File: src/rtl/max7219_pkg.sv
// Shared constants, state encodings and command-word helper for the MAX7219 sequencer.
package max7219_pkg;

    localparam logic [3:0] ADDR_DIGIT0    = 4'h1;
    localparam logic [3:0] ADDR_DECODE    = 4'h9;
    localparam logic [3:0] ADDR_INTENSITY = 4'hA;
    localparam logic [3:0] ADDR_SCANLIM   = 4'hB;
    localparam logic [3:0] ADDR_SHUTDOWN  = 4'hC;
    localparam logic [3:0] ADDR_TEST      = 4'hF;

    localparam logic [2:0] INIT_LAST_STEP = 3'd4;
    localparam logic [2:0] ROW_LAST_STEP  = 3'd7;
    localparam logic [2:0] INIT_INTEN_STEP = 3'd3;

    typedef enum logic [1:0] {
        ST_INIT,
        ST_IDLE,
        ST_ROW,
        ST_INTEN
    } seq_state_e;

    typedef enum logic [1:0] {
        IS_IDLE,
        IS_ISSUE,
        IS_WAIT_BUSY,
        IS_WAIT_DONE
    } iss_state_e;

    function automatic logic [15:0] mk_cmd(input logic [3:0] addr, input logic [7:0] data);
        return {4'h0, addr, data};
    endfunction

endpackage

File: src/rtl/max7219_cmd_issuer.sv
// Single-command handshake with the serial driver: wait ready, pulse start,
// see the driver go busy, then wait for it to go idle again.
module max7219_cmd_issuer
    import max7219_pkg::*;
(
    input  logic        clk,
    input  logic        rst,
    input  logic        req,
    input  logic [15:0] word,
    input  logic        drv_rdy,
    output logic        cmd_start,
    output logic [15:0] cmd_word,
    output logic        done
);

    iss_state_e  state_q, state_d;
    logic        start_q, start_d;
    logic [15:0] word_q, word_d;

    always_ff @(posedge clk) begin
        if (rst) begin
            state_q <= IS_IDLE;
            start_q <= 1'b0;
            word_q  <= 16'h0000;
        end else begin
            state_q <= state_d;
            start_q <= start_d;
            word_q  <= word_d;
        end
    end

    always_comb begin
        state_d = state_q;
        start_d = 1'b0;
        word_d  = word_q;
        done    = 1'b0;
        case (state_q)
            IS_IDLE, IS_ISSUE: begin
                // A request arriving while the driver is idle launches at once.
                if (req || (state_q == IS_ISSUE)) begin
                    if (drv_rdy) begin
                        start_d = 1'b1;
                        word_d  = word;
                        state_d = IS_WAIT_BUSY;
                    end else begin
                        state_d = IS_ISSUE;
                    end
                end
            end
            IS_WAIT_BUSY: begin
                if (!drv_rdy) state_d = IS_WAIT_DONE;
            end
            IS_WAIT_DONE: begin
                if (drv_rdy) begin
                    done    = 1'b1;
                    state_d = IS_IDLE;
                end
            end
            default: state_d = IS_IDLE;
        endcase
    end

    assign cmd_start = start_q;
    assign cmd_word  = word_q;

endmodule

File: src/rtl/max7219_sequencer.sv
// Top sequencer: programs the MAX7219 after reset, streams 8-row frames,
// follows intensity changes and periodically re-initialises the chip.
module max7219_sequencer
    import max7219_pkg::*;
#(
    parameter logic [2:0]  SCAN_LIMIT    = 3'd7,
    parameter logic [7:0]  DECODE_MODE   = 8'h00,
    parameter logic [15:0] REINIT_FRAMES = 16'd256
) (
    input  logic        clk,
    input  logic        rst,
    input  logic [63:0] frame_data,
    input  logic        frame_valid,
    output logic        frame_ready,
    input  logic [3:0]  intensity,
    input  logic        drv_rdy,
    output logic        cmd_start,
    output logic [15:0] cmd_word,
    output logic        init_done,
    output logic        busy
);

    seq_state_e  state_q, state_d;
    logic [2:0]  step_q, step_d;
    logic [63:0] frame_buf_q, frame_buf_d;
    logic [15:0] frame_cnt_q, frame_cnt_d;
    logic [3:0]  last_intensity_q, last_intensity_d;
    logic        init_done_q, init_done_d;

    logic        req;
    logic [15:0] req_word;
    logic        done;
    logic        reinit_due;
    logic        inten_change;
    logic [7:0]  row_byte [8];

    for (genvar gi = 0; gi < 8; gi++) begin : g_rows
        assign row_byte[gi] = frame_buf_q[8*gi +: 8];
    end

    assign reinit_due   = (REINIT_FRAMES != 16'd0) && (frame_cnt_q == REINIT_FRAMES);
    assign inten_change = (intensity != last_intensity_q);

    always_ff @(posedge clk) begin
        if (rst) begin
            state_q          <= ST_INIT;
            step_q           <= 3'd0;
            frame_buf_q      <= 64'd0;
            frame_cnt_q      <= 16'd0;
            last_intensity_q <= 4'd0;
            init_done_q      <= 1'b0;
        end else begin
            state_q          <= state_d;
            step_q           <= step_d;
            frame_buf_q      <= frame_buf_d;
            frame_cnt_q      <= frame_cnt_d;
            last_intensity_q <= last_intensity_d;
            init_done_q      <= init_done_d;
        end
    end

    always_comb begin
        state_d          = state_q;
        step_d           = step_q;
        frame_buf_d      = frame_buf_q;
        frame_cnt_d      = frame_cnt_q;
        last_intensity_d = last_intensity_q;
        init_done_d      = init_done_q;
        frame_ready      = 1'b0;
        req              = 1'b0;
        req_word         = 16'h0000;
        case (state_q)
            ST_INIT: begin
                req = 1'b1;
                case (step_q)
                    3'd0:    req_word = mk_cmd(ADDR_TEST, 8'h00);
                    3'd1:    req_word = mk_cmd(ADDR_DECODE, DECODE_MODE);
                    3'd2:    req_word = mk_cmd(ADDR_SCANLIM, {5'd0, SCAN_LIMIT});
                    3'd3:    req_word = mk_cmd(ADDR_INTENSITY, {4'h0, intensity});
                    default: req_word = mk_cmd(ADDR_SHUTDOWN, 8'h01);
                endcase
                if (done) begin
                    // Remember the intensity that actually went out, not the live input.
                    if (step_q == INIT_INTEN_STEP) last_intensity_d = cmd_word[3:0];
                    if (step_q == INIT_LAST_STEP) begin
                        state_d     = ST_IDLE;
                        step_d      = 3'd0;
                        init_done_d = 1'b1;
                    end else begin
                        step_d = step_q + 3'd1;
                    end
                end
            end
            ST_IDLE: begin
                if (reinit_due) begin
                    frame_cnt_d = 16'd0;
                    state_d     = ST_INIT;
                    step_d      = 3'd0;
                end else if (inten_change) begin
                    state_d = ST_INTEN;
                end else begin
                    frame_ready = 1'b1;
                    if (frame_valid) begin
                        frame_buf_d = frame_data;
                        state_d     = ST_ROW;
                        step_d      = 3'd0;
                    end
                end
            end
            ST_ROW: begin
                req      = 1'b1;
                req_word = mk_cmd(ADDR_DIGIT0 + {1'b0, step_q}, row_byte[step_q]);
                if (done) begin
                    if (step_q == ROW_LAST_STEP) begin
                        state_d = ST_IDLE;
                        step_d  = 3'd0;
                        if (frame_cnt_q != 16'hFFFF) frame_cnt_d = frame_cnt_q + 16'd1;
                    end else begin
                        step_d = step_q + 3'd1;
                    end
                end
            end
            ST_INTEN: begin
                req      = 1'b1;
                req_word = mk_cmd(ADDR_INTENSITY, {4'h0, intensity});
                if (done) begin
                    last_intensity_d = cmd_word[3:0];
                    state_d          = ST_IDLE;
                end
            end
            default: state_d = ST_INIT;
        endcase
    end

    max7219_cmd_issuer u_issuer (
        .clk       (clk),
        .rst       (rst),
        .req       (req),
        .word      (req_word),
        .drv_rdy   (drv_rdy),
        .cmd_start (cmd_start),
        .cmd_word  (cmd_word),
        .done      (done)
    );

    assign init_done = init_done_q;
    assign busy      = (state_q != ST_IDLE);

endmodule

File: config.mk
export PLATFORM = sky130hd
export DESIGN_NAME = max7219_sequencer
export DESIGN_NICKNAME = d
export VERILOG_FILES = /design/src/rtl/max7219_pkg.sv /design/src/rtl/max7219_cmd_issuer.sv /design/src/rtl/max7219_sequencer.sv
export SDC_FILE = /design/constraint.sdc
export NUM_CORES = 1
export LEC_CHECK = 0
export ABC_AREA = 1
export ABC_CLOCK_PERIOD_IN_PS = 3650
export CORE_AREA = 2 2 146 91
export DETAILED_ROUTE_END_ITERATION = 12
export DIE_AREA = 0 0 148 93
export PLACE_DENSITY = 0.74
export SYNTH_ARGS = -nofsm -noshare
export SYNTH_HDL_FRONTEND = slang
export SYNTH_SLANG_ARGS = --single-unit
export TNS_END_PERCENT = 30
File: constraint.sdc
create_clock -name clk -period 3.65 [get_ports clk]
set_input_delay 0.365 -clock clk [delete_from_list [all_inputs] [get_ports clk]]
set_output_delay 0.365 -clock clk [all_outputs]
set_load 0.01 [all_outputs]
Yosys cells after proc, flatten, opt, wreduce, memory -nomap -nowiden
Index checks and enable logic that the tools add are counted.
- output and inout port bits: 20
- logic and storage cells: 107
- register bits: 109
- mux-type cells: 42
- equality and inequality tests: 29
- $lt $le $gt $ge: 1
- bitwise gates (word level): 5
- reductions and logical operators: 18
- $add $sub $neg: 3
- operators by type and width (kind ; count):
    16-bit two-way mux ; 4
    11-bit case mux with 4 select lines ; 1
    12-bit case mux with 3 select lines ; 1
    16-bit case mux with 2 select lines ; 1
    8-bit binary-select mux with 3-bit select ; 1
    2-bit two-way mux ; 12
    3-bit two-way mux ; 7
    2-bit != test, second input constant ; 10
    16-bit by 1-bit adder with 16-bit output, second input constant ; 1
    16-bit by 9-bit equality test with 1-bit output, second input constant ; 1
    8-bit two-way mux ; 2
    16-bit != test, second input constant ; 1
    4-bit two-way mux ; 3
    5-bit AND reduction ; 2
    3-bit case mux with 3 select lines ; 1
    3-bit AND reduction ; 3
    2-bit equality test, second input constant ; 4
    2-bit case mux with 4 select lines ; 1
    4-bit case mux with 2 select lines ; 1
    4-bit AND reduction ; 2
    3-bit by 2-bit equality test with 1-bit output, second input constant ; 2
    3-bit equality test, second input constant ; 2
    1-bit two-way mux ; 6
    3-bit != test, second input constant ; 2
    19 further kinds ; 27

Depth between registers and ports, before layout
Gate-level depths: netlist of the first run.
- depth after elaboration: 6
- gate-level depth with buffers: 12
- mapped depth without buffers: 11

Modules after synthesis
From an unflattened synthesis of the first run, not the netlist that was laid out.
- cells, all modules: 865
- area total of the unflattened synthesis: 6478.7 um^2
- by module, submodules not included (module ; area each (um^2) ; sequential area each (um^2) ; cells an instance ; instances):
    max7219_sequencer ; 5550.3 ; 1801.7 ; 743 ; 1
    max7219_cmd_issuer ; 928.4 ; 380.4 ; 122 ; 1

Worst setup path before layout of the first run
No wires, ideal clock.
- path kind: reg2reg
- from: register step_q[1]
- to: register state_q[0]
- slack: 1.876 ns
- stages on the path, launching flop included: 12
- library setup time: 0.113 ns
- arrival: 1.661 ns
- required time: 3.537 ns
- clock period less this slack: 1.774 ns
- cells stage by stage: dfxtp_1 clkbuf_1 inv_1 clkbuf_1 ha_1 nand2_1 inv_1 o21ai_0 nor3b_1 nand2_1 nor2_1 nor2_1
- longest elaborated chain between the ends: 3
- elaborated cells between the ends (all ways): 5
- classes of those cells: 4 x eq/ne; 1 x reduce/logical
- ends and longest elaborated chain (item ; line ; source):
    start, declared ; max7219_sequencer.sv:24 ; logic [2:0] step_q, step_d;
    start signal, assigned ; max7219_sequencer.sv:54 ; step_q <= step_d;
    3-bit equality test (on tied branches) ; max7219_sequencer.sv:114, max7219_sequencer.sv:85 ;
    2-bit != test (no source line) ; -- ;
    6-bit AND reduction (no source line) * ; -- ;
    end signal, assigned ; max7219_sequencer.sv:53 ; state_q <= state_d;
    end, declared ; max7219_sequencer.sv:23 ; seq_state_e state_q, state_d;
Mark *: on every way between the ends. The rest lies on a longest branch, timed or not.
A chain may end at the register's enable or synchronous reset.

Worst setup path in the final report of the first run
- from: register frame_cnt_q[0]
- to: output port frame_ready
- longest elaborated chain between the ends: 3
- ends and longest elaborated chain (item ; line ; source):
    start, declared ; max7219_sequencer.sv:26 ; logic [15:0] frame_cnt_q, frame_cnt_d;
    start signal, assigned ; max7219_sequencer.sv:56 ; frame_cnt_q <= frame_cnt_d;
    16-bit by 9-bit equality test with 1-bit output ; max7219_sequencer.sv:41 ; assign reinit_due = (REINIT_FRAMES != 16'd0) && (frame_cnt_q == REINIT_FRAMES);
    1-bit two-way mux ; max7219_sequencer.sv:95 ; if (reinit_due) begin
    1-bit two-way mux ; max7219_sequencer.sv:72 ; case (state_q)
    end, declared ; max7219_sequencer.sv:14 ; output logic frame_ready,
Every way passes these cells.

==> qor.txt, run 1 <==
CP max stage delay: 0.56 ns
Worst EP required: 3.28 ns
Final Hold Vio Count: 0
CTS-repair resized insts: 0
Fill cells: 1217
Max Clock Freq: 387 MHz
Placer congestion estimate: 0.854
Pin count of the biggest net entering global routing: 65
Worst Hold Depth: 2
Min-Delay Path Class: primary input to flop
Post-Route Setup TNS: 0 ns
# hold bufs at CTS: 0
H-tree levels: 3
Avg Cell Area, Syn: 7.24 um2
Synthesized instance count: 844
DR WL/cell: 15.1 um
Main synth FF type: dfxtp_1
Final ANT Viol Nets: 0
Outcome: finished clean
Nets: 985
Port Buffers: 87
Finished Core Util: 0.577
Synth Register Bits: 105
Slew headroom: 0.486
Worst-path cell chain: inv_1 -> ha_1 -> nand2_1 -> nor2_2 -> nand2_4 -> nand2_8 -> nor2_8 -> clkdlybuf4s50_1
CTS tree: built
Initial core utilization: 0.489
Clk pin slew, worst setup/hold paths: 0.07 ns
Final setup fails: 0
Synthesis Warnings: 0
Row cnt: 32
Leakage power: 2.43 nW
# IOs: 92
Most common cell in the synthesized netlist: nand2_1
Synth area leaders: dfxtp_1 34%, nand2_1 16%, nand3_2 8.4%, a21oi_2 7.2%, nor2_1 5.0%
Final Max Tran Viols: 0
Fin crit share: 0.709
CTS Sinks: 105
Via Count: 5677
DIE WIDTH: 148 um
FF-to-FF path depth: 7
Diodes inserted: 0
Layout cells sized above 1: 0.159
RSZ-0062 raised after global routing: no
Core area: 12500 um2
Library cells used by synthesis: 39
Worst setup EP type: primary output
Vias per cell: 5.28
Area fraction of the dominant cell type after synthesis: 0.344
Die height: 93 um
DRT Pass-1 Iters: 5
Fin crit period: 2.59 ns
Clock tree buffer depth: 2
Synth-to-layout area growth: 18.0%
Sequential share of the synthesized area: 0.344
Vias in the first global route: 5219
Number of CTS-inserted buffers: 9
Worst vdd ir: 0.000203 V
Initial antenna violation count: 0
Residual DRC count: 0
Post-DP HPWL: 11.2 mm
# Max-Cap Violations: 0
Synth Cell Area: 6110 um2
CP max FO: 8
Crit path max-delay cell type: clkdlybuf4s50_1
Yosys top cell by area: dfxtp_1
First-pass GRT wire length: 27.0 mm
Tot GR Track Use: 0.243
Final WL: 16.3 mm
Root buf cell: clkbuf_16
Startpoint types: flop
Critical Path AT: 2.22 ns
Pwr dens: 324 nW/um2
Crit Path Category: flop to primary output
Leading cell types by count after synthesis: 253 x nand2_1, 105 x dfxtp_1, 82 x nor2_1, 52 x inv_1, 51 x nand3_2
DR iter-0 viols: 570
Post-synth EDFFs: 0
Max Clock Skew: 0.0100 ns
Clock latency on the worst-skew pair: 0.35 ns
Placed instance area: 6920 um2
Final Instance Area: 7210 um2
Async set-reset flop share out of synthesis: 0
Grt total ovfl: 0
Die Area: 13800 um2
Worst-Margin Slew: 0.771 ns
Postcts setup bufs: 0
-- logic make-up (layout without fill, tap and decap cells) --
kind of cell	Yosys count	count (layout)	synth area share
compound gates	148	148	0.159
xor+xnor	4	4	0.00574
fa+ha+maj	13	13	0.0266
buf+inv	108	166	0.0916
flops	105	105	0.344
other cells	1	4	0.000614
simple gates	465	465	0.373
-- final cells by class --
type,instances,area [um2],area share
flip-flops and latches,105,2100,0.292
repair buffers,95,938,0.130
well taps,170,213,0.0295
inverters,55,206,0.0286
clock inverters,5,37.5,0.00521
multi-input cells,634,3460,0.480
clock buffers,11,253,0.0351
-- cells in the final DEF (no fill, tap or decap), drive strengths merged, types with 8 or more instances in the layout --
cell type,Yosys,final
nand2,258,258
dfxtp,105,105
a21oi,100,100
nand3,99,99
nor2,88,88
clkdlybuf4s50,0,85
inv,54,55
o21ai,29,29
ha,13,13
nand4,12,12
clkbuf,24,11
buf,29,10
o22ai,8,8
-- power breakdown --
| part | internal (mW) | total [mW] | switching (mW) | leakage (nW) |
|---|---|---|---|---|
| clock | 0.503 | 0.953 | 0.450 | 0.138 |
| sequential | 1.15 | 1.16 | 0.00808 | 0.847 |
| combinational | 0.103 | 0.225 | 0.122 | 1.44 |
| total | 1.76 | 2.34 | 0.579 | 2.43 |
-- flip-flops by register name, indices dropped and copies added (netlist names) --
register / cells
frame_buf_q: 64
step_q: 3
u_issuer.cmd_start: 1
u_issuer.state_q: 2
init_done: 1
u_issuer.cmd_word: 12
last_intensity_q: 4
frame_cnt_q: 16
state_q: 2
-- worst paths after layout --
path	from	to	slack, ns
setup / recovery	frame_cnt_q[0]	frame_ready	1.06
hold / removal	rst	step_q[1]	0.45
setup reg to reg	state_q[1]	u_issuer.cmd_word[8]	1.23
hold reg to reg	frame_buf_q[33]	frame_buf_q[33]	0.47
-- routing by layer --
| layer | track usage | share of wire |
|---|---|---|
| met1 | 0.385 | 0.53 |
| met2 | 0.331 | 0.38 |
| met3 | 0.0566 | 0.079 |
| met4 | 0.0452 | 0.0092 |
| met5 | 0 | 0 |
-- metrics by stage --
step / setup WS (ns) / total power [mW] / hold slack, ns / instances
floorplan: 1.88 / 1.29 / 0.436 / 847
global placement: 1.24 / 1.41 / 0.450 / 1059
detailed placement: 1.20 / 1.41 / 0.455 / 1059
CTS: 1.08 / 2.35 / 0.439 / 1075
global route: 0.972 / 2.42 / 0.469 / 1075
finish: 1.06 / 2.34 / 0.454 / 1075
-- worst max-delay path, delay by kind of cell, from the launching register on --
kind	cells	cell delay, ns
adders and majority gates	1	0.21
buffers and inverters	2	0.70
DFF	1	0.45
and+or+nand+nor	5	0.50
No activity file was read; power rests on OpenSTA's default activity.
==> inputs of run 2 (changes only) <==
Settings changed: ABC_CLOCK_PERIOD_IN_PS 3650 to 2410.
Clock period 3.65 ns to 2.41 ns, I/O delays scaled along.
==> run 2 against run 1 <==
Critical endpoint unchanged. Worst setup slack got worse by 0.93 ns. Die area did not move. Non-clock buffer count rose by 7. Global-route usage fell by 1.3 points. Largest cell class unchanged. Register-to-register slack got worse by 0.87 ns. Utilization rose by 0.63 points.
==> qor.txt, run 2 (synthesis results as in run 1) <==
Residual DRC count: 0
Post-DP HPWL: 10.9 mm
Leakage power: 2.48 nW
Fill cells: 1165
Pwr dens: 487 nW/um2
Row cnt: 32
First-pass GRT wire length: 25.6 mm
Placed instance area: 7000 um2
CTS tree: built
Sequential power share: 0.495
Fin worst setup slack: 0.132 ns
Placer congestion estimate: 0.884
Vias per cell: 5.14
# IOs: 92
Vias in the first global route: 5058
Min Hold Slack: 0.269 ns
Placed Cells: 1066
Postcts setup bufs: 0
Final WL: 15.4 mm
Critical Path AT: 2.04 ns
Initial core utilization: 0.489
H-tree levels: 3
Root buf cell: clkbuf_16
Max Clock Skew: 0.00712 ns
DR iter-0 viols: 603
Hold Startpoint: rst
Final Hold Vio Count: 0
Footprint of the multi-input gates: 3460 um2
Layout cells sized above 1: 0.164
Top reg by flops: frame_buf_q
Comb power frac: 0.097
Pre-CTS setup slack: 0.238 ns
Die height: 93 um
Worst EP required: 2.17 ns
Max Clock Freq: 439 MHz
Max reg flops: 64
Diodes inserted: 0
Clock power share: 0.409
Crit Path Category: flop to primary output
Min-Delay Path Class: primary input to flop
Final Instance Area: 7290 um2
Fin crit share: 0.945
Startpoint types: flop
Worst Hold Depth: 2
DIE WIDTH: 148 um
Worst setup EP type: primary output
Hold path endpoint: step_q[1]
CTS Sinks: 105
Int Pwr: 2.68 mW
Port Buffers: 87
Final Max Tran Viols: 0
Worst vdd ir: 0.000315 V
Clock tree buffer depth: 2
Non-filler instance count after layout: 1082
Fin crit period: 2.28 ns
DR WL/cell: 14.3 um
RSZ-0062 raised after global routing: no
Finished Core Util: 0.583
CTS-repair resized insts: 0
Outcome: finished clean
Die Area: 13800 um2
Most common cell after layout, fill and taps aside: nand2_1
Tot GR Track Use: 0.230
Final ANT Viol Nets: 0
FF-to-FF setup slack: 0.36 ns
Post-Route Setup TNS: 0 ns
Number of CTS-inserted buffers: 9
# hold bufs at CTS: 0
FF-to-FF path depth: 7
Grt total ovfl: 0
CP max FO: 8
Core area: 12500 um2
Pin count of the biggest net entering global routing: 75
Net Switching: 0.869 mW
Synth-to-layout area growth: 19.3%
Switching share of total power: 0.245
FF-to-FF Start: state_q[1]
Sequential standard cell area: 2100 um2
# Max-Cap Violations: 0
Nets: 992
Initial antenna violation count: 0
DRT Pass-1 Iters: 8
Overall power: 3.55 mW
Final setup fails: 0
Clock latency on the worst-skew pair: 0.35 ns
Most frequent cells in the layout: 253 x nand2_1, 105 x dfxtp_1, 85 x clkdlybuf4s50_1
Clk pin slew, worst setup/hold paths: 0.07 ns
R2R Path End: frame_cnt_q[15]
Via Count: 5558
==> run 2: cell types whose count changed in the layout (fill, tap and decap cells not counted) <==
cell	previous run	this run
buf_4	9	14
buf_12	1	3
clkinvlp_4	2	0
clkbuf_1	0	1
clkinv_2	1	0
clkinv_4	1	2
inv_6	1	2
==> run 2: worst max path at each step <==
stage,from,to,slack (ns),cells after the start
floorplan,step_q[1],state_q[0],0.64,11
global placement,intensity[1],frame_ready,0.25,8
detailed placement,intensity[1],frame_ready,0.24,8
CTS,frame_cnt_q[1],frame_ready,0.13,8
global route,frame_cnt_q[1],frame_ready,0.007,8
finish,frame_cnt_q[1],frame_ready,0.13,8
==> run 2: cell type report <==
| cell class | instances | area share |
|---|---|---|
| tap | 170 | 0.0292 |
| inverter | 55 | 0.0283 |
| multi-input combinational | 634 | 0.475 |
| clock inverter | 4 | 0.00481 |
| clock buffer | 12 | 0.0352 |
| timing repair buffer | 102 | 0.139 |
| sequential | 105 | 0.288 |
==> run 2: critical path: stages, from the launching register on <==
cell and delay [ns]:
dfxtp_1 0.42, inv_1 0.06, ha_1 0.17, nand2_1 0.07, nor2_2 0.06, nand2_4 0.11
nand2_8 0.09, nor2_8 0.12, clkdlybuf4s50_1 0.57
==> run 2: metal layers <==
metal	GRT usage	up-vias	part of all wire
met5	0	-	0
met4	0.0349	0	0.0060
met3	0.0468	10	0.071
met2	0.303	175	0.37
met1	0.380	2503	0.56
li1	-	2870	-
==> run 2: power by group through the flow <==
stage	clock [mW]	sequential [mW]	combinational [mW]
finish	1.45	1.76	0.343
global route	1.55	1.76	0.371
CTS	1.47	1.75	0.343
detailed placement	0	1.80	0.341
global placement	0	1.80	0.339
floorplan	0	1.80	0.152
